--- src/rtl/fetch_ctrl.sv ---
// rtl/fetch_ctrl.sv - instruction fetch controller with one-entry skid buffer
// Optional feature: define FETCH_PERF_CNT_EN to build the fetch/stall performance counters.
module fetch_ctrl #(
   parameter logic [31:0] PC_START = 32'h0000_3000
) (
   input  logic        clk,
   input  logic        reset,
   input  logic        stall,
   input  logic        redirect,
   input  logic [31:0] redirect_pc,
   output logic        imem_req,
   output logic [31:0] imem_addr,
   input  logic        imem_ack,
   input  logic [31:0] imem_rdata,
   output logic        instr_valid,
   output logic [31:0] instr,
   output logic [31:0] instr_pc,
   output logic [31:0] fetch_cnt,
   output logic [31:0] stall_cnt
);

   typedef enum logic [1:0] {IDLE, REQ, SKID, DROP} state_t;

   state_t      state, state_nxt;
   logic [31:0] fetch_pc, fetch_pc_nxt;
   logic [31:0] drop_addr, drop_addr_nxt;
   logic        skid_valid, skid_valid_nxt;
   logic [31:0] skid_instr, skid_instr_nxt;
   logic [31:0] skid_pc, skid_pc_nxt;
   logic        out_valid_nxt;
   logic [31:0] instr_nxt, instr_pc_nxt;
   logic        consume;
   logic [31:0] redirect_tgt;

   assign consume      = instr_valid & ~stall;
   assign redirect_tgt = {redirect_pc[31:2], 2'b00};

   // Memory request is driven only while a fetch (or a stale fetch being drained) is outstanding
   assign imem_req  = (state == REQ) || (state == DROP);
   assign imem_addr = (state == DROP) ? drop_addr : fetch_pc;

   // Next-state and datapath selection; redirect overrides everything else
   always_comb begin
      state_nxt      = state;
      fetch_pc_nxt   = fetch_pc;
      drop_addr_nxt  = drop_addr;
      skid_valid_nxt = skid_valid;
      skid_instr_nxt = skid_instr;
      skid_pc_nxt    = skid_pc;
      out_valid_nxt  = instr_valid;
      instr_nxt      = instr;
      instr_pc_nxt   = instr_pc;

      if (consume) begin
         out_valid_nxt = 1'b0;
      end

      case (state)
         IDLE: state_nxt = REQ;
         REQ: begin
            if (imem_ack) begin
               fetch_pc_nxt = fetch_pc + 32'd4;
               if (!instr_valid || !stall) begin
                  out_valid_nxt = 1'b1;
                  instr_nxt     = imem_rdata;
                  instr_pc_nxt  = fetch_pc;
               end else begin
                  skid_valid_nxt = 1'b1;
                  skid_instr_nxt = imem_rdata;
                  skid_pc_nxt    = fetch_pc;
                  state_nxt      = SKID;
               end
            end
         end
         SKID: begin
            if (consume) begin
               out_valid_nxt  = 1'b1;
               instr_nxt      = skid_instr;
               instr_pc_nxt   = skid_pc;
               skid_valid_nxt = 1'b0;
               state_nxt      = REQ;
            end
         end
         DROP: begin
            if (imem_ack) begin
               state_nxt = REQ;
            end
         end
         default: state_nxt = IDLE;
      endcase

      if (redirect) begin
         out_valid_nxt  = 1'b0;
         skid_valid_nxt = 1'b0;
         fetch_pc_nxt   = redirect_tgt;
         case (state)
            REQ: begin
               // An unanswered request must still be drained at its original address
               if (imem_ack) begin
                  state_nxt = REQ;
               end else begin
                  state_nxt     = DROP;
                  drop_addr_nxt = fetch_pc;
               end
            end
            // The stale address is kept; an ack on this edge still completes the stale request
            DROP:    state_nxt = imem_ack ? REQ : DROP;
            default: state_nxt = REQ;
         endcase
      end
   end

   // State, fetch address, skid buffer and output registers
   always_ff @(posedge clk or negedge reset) begin
      if (!reset) begin
         state       <= IDLE;
         fetch_pc    <= PC_START;
         drop_addr   <= PC_START;
         skid_valid  <= 1'b0;
         skid_instr  <= 32'd0;
         skid_pc     <= 32'd0;
         instr_valid <= 1'b0;
         instr       <= 32'd0;
         instr_pc    <= 32'd0;
      end else begin
         state       <= state_nxt;
         fetch_pc    <= fetch_pc_nxt;
         drop_addr   <= drop_addr_nxt;
         skid_valid  <= skid_valid_nxt;
         skid_instr  <= skid_instr_nxt;
         skid_pc     <= skid_pc_nxt;
         instr_valid <= out_valid_nxt;
         instr       <= instr_nxt;
         instr_pc    <= instr_pc_nxt;
      end
   end

`ifdef FETCH_PERF_CNT_EN
   // Delivered-instruction and stalled-cycle counters, free-running with wrap
   always_ff @(posedge clk or negedge reset) begin
      if (!reset) begin
         fetch_cnt <= 32'd0;
         stall_cnt <= 32'd0;
      end else begin
         if (consume) begin
            fetch_cnt <= fetch_cnt + 32'd1;
         end
         if (instr_valid && stall) begin
            stall_cnt <= stall_cnt + 32'd1;
         end
      end
   end
`else
   assign fetch_cnt = 32'd0;
   assign stall_cnt = 32'd0;
`endif

endmodule

--- config.mk ---
export PLATFORM = sky130hd
export DESIGN_NAME = fetch_ctrl
export DESIGN_NICKNAME = d
export VERILOG_FILES = /design/src/rtl/fetch_ctrl.sv
export SDC_FILE = /design/constraint.sdc
export NUM_CORES = 1
export LEC_CHECK = 0
export CORE_UTILIZATION = 50
export CTS_CLUSTER_DIAMETER = 80
export DETAILED_ROUTE_END_ITERATION = 6
export HOLD_SLACK_MARGIN = 0.02
export PLACE_DENSITY = 0.81
export SLEW_MARGIN = 20
export SYNTH_ARGS = -nofsm -noshare
export SYNTH_HDL_FRONTEND = slang
export SYNTH_SLANG_ARGS = --single-unit
export TNS_END_PERCENT = 1
--- constraint.sdc ---
create_clock -name clk -period 3.1 [get_ports clk]
set_clock_uncertainty 0.1 [all_clocks]
set_input_delay 0.62 -clock clk [delete_from_list [all_inputs] [get_ports clk]]
set_output_delay 0.62 -clock clk [all_outputs]
set_load 0.1 [all_outputs]
==> results.toml <==
[run_status]
run_status = "finished, final reports clean"

[sta]
fin_crit_sh_pct = 89.3
hold_viol = 0
relSlewSlack_pct = 63.0
period_needed_ns = 2.77
max_freq_mhz = 361
slew_viol_final = 0
setup_viol = 0
worst_slack_ns = 0.331
rsz0062_at_grt = "false"
worst_pin_slew_ns = 0.555

[floorplanning]
die_area_um2 = 18800
rows = 49
initial_core_util_pct = 51.0
ios = 231
dieHeight_um = 137
die_w_um = 137
core_um2 = 17900

[cells_and_area]
stdcell_count = 1188
area_growth_pct = 25.4
layout_commonest_cell = "dfrtp_1"
fillCellCount = 1391
design_area_um2 = 11500
finish.net_count = 1018
final_layout_size_suffix_gt1_share_pct = 27.8
final_cell_mix = "183 x dfrtp_1, 117 x mux2_2, 82 x nor2_1"
fin_util_pct = 64.0

[min_path]
hold_path_class = "primary input to asynchronous set/reset pin"

[cts]
cts.hold.buffers_added = 0
root_buffer = "clkbuf_16"
cts_setup_buffers = 0
clock_sinks = 187
clkTransAtPathRegs_ns = 0.07
htree_levels = 4
postCtsResizedCells = 0
cts_made_buffers = 17
clockBufferDepth = 2
cts_tree = "yes"
clock_latency_ns = 0.42

[detailed_routing]
vias = 6348
wire_per_inst_um = 16.9
totalWireLength_mm = 20.1
dr.first_iter.drc_count = 284
detail_route.vias_per_cell = 5.34
drcViolationCount = 0
dr.pass1.iters = 5
postRouteAntennaNets = 0

[place]
numPortBuffers = 160
placed_area_um2 = 10900
dp_hpwl_mm = 13.1
dp.cells = 1155
post-place-ws_ns = 0.294
globalplace.congestion = 0.774

[worst_setup_path]
crit_path_end_kind = "output port"
critical_path_arrival_ns = 2.05
worstRegToRegCells = 6
reg2reg_setup_slack_ns = 0.63
reg2reg_from = "state[1]"
r2r_end = "fetch_pc[31]"
required_ns = 2.38
worstSetupPathType = "flip-flop to output port"
cp-start-kind = "flip-flop"
cp_max_fo = 28

[pwr]
cellLeakagePower_nw = 4.83
ir_worst_vdd_v = 0.000633
p_total_w = 0.0107
powerDensity_nw_per_um2 = 933

[grt]
grt_max_degree = 80
grt_pass1_wl_mm = 31.9
antenna_found_initial = 1
grt_usage_pct = 22.2
grt-ovfl-total = 0
grt_pass1_vias = 6141

[yosys]
async_reset_ff_share_pct = 100
ys.warnings.count = 0
synth_cells = 816
synth_area_per_cell_um2 = 11.2
synth_edf_count = 0
synthesis.area_um2 = 9130
synth_ff_type = "dfrtp_1"
yosysSeqAreaShare_pct = 51.3
synthDistinctLibCells = 40
synth_seq_cells = 187

[job]
maxCapViolCount = 0
-- worst max-delay path: stages (launching register included) --
cell and delay, ns:
dfrtp_1 0.43, ha_2 0.35, buf_12 0.26, mux2_2 0.40, buf_12 0.18
-- sequential cells by signal, indices dropped and copies added (netlist names) --
| name | cells |
|---|---|
| skid_instr | 32 |
| state | 2 |
| instr | 32 |
| fetch_pc | 30 |
| drop_addr | 30 |
| skid_pc | 30 |
| instr_pc | 30 |
| instr_valid | 1 |
-- area by class of cell --
type	instances	area (um^2)	area share (%)
tap	229	287	2.50
multi-input combinational	558	3920	34.2
inverter	7	26.3	0.229
sequential	187	4680	40.9
clock buffer	20	447	3.90
antenna	1	2.50	0.0218
timing repair buffer	174	1950	17.0
clock inverter	12	134	1.17
-- kinds of logic after synthesis --
family	share of synthesized area (%)
AOI/OAI and AO/OA	8.03
xor gates and xnor gates	0.863
adders and majority gates	0.548
buffers and inverters	8.84
DFF	51.3
muxes	21.3
other	0.0411
and+or+nand+nor	9.04
-- Yosys cell counts, types with 7 or more instances --
| library cell | n | area [um^2] |
|---|---|---|
| a21oi_1 | 62 | 310 |
| a31oi_1 | 16 | 100 |
| buf_1 | 12 | 45.0 |
| buf_2 | 14 | 70.1 |
| buf_4 | 70 | 526 |
| clkbuf_1 | 33 | 124 |
| dfrtp_1 | 183 | 4580 |
| inv_1 | 7 | 26.3 |
| mux2_2 | 117 | 1320 |
| mux2i_1 | 63 | 631 |
| nand2_1 | 31 | 116 |
| nand3_1 | 10 | 50.1 |
| nand4_1 | 10 | 62.6 |
| nor2_1 | 82 | 308 |
| o21ai_0 | 18 | 90.1 |
| o31ai_1 | 16 | 120 |
| or4_1 | 16 | 120 |
-- per-layer routing --
metal / global-route usage (%) / vias to the layer above / part of all wire, %
met2: 36.8 / 183 / 50
li1: - / 3003 / -
met1: 28.5 / 3141 / 43
met3: 5.48 / 21 / 5.0
met5: 0 / - / 0
met4: 7.20 / 0 / 2.0
-- how the worst max path moves through the flow --
stage,from,endpoint,slack [ns],cells past startpoint
floorplan,state[0],imem_addr[18],-0.70,4
global placement,imem_ack,fetch_pc[25],0.35,5
detailed placement,imem_ack,fetch_pc[31],0.29,5
CTS,state[1],imem_addr[15],0.31,4
global route,state[1],imem_addr[15],0.27,4
finish,state[1],imem_addr[15],0.33,4
-- per-stage QoR --
stage | TNS (ns) | hold WS [ns]
floorplan | -1.40 | 0.224
global placement | 0 | 0.363
detailed placement | 0 | 0.371
CTS | 0 | 0.0818
global route | 0 | 0.0938
finish | 0 | 0.0606
-- where the power goes --
part	internal (W)	total, W	switching [W]
combinational	0.00140	0.00486	0.00346
sequential	0.00321	0.00367	0.000463
clock	0.00122	0.00216	0.000940
(Power assumes the default switching activity.)
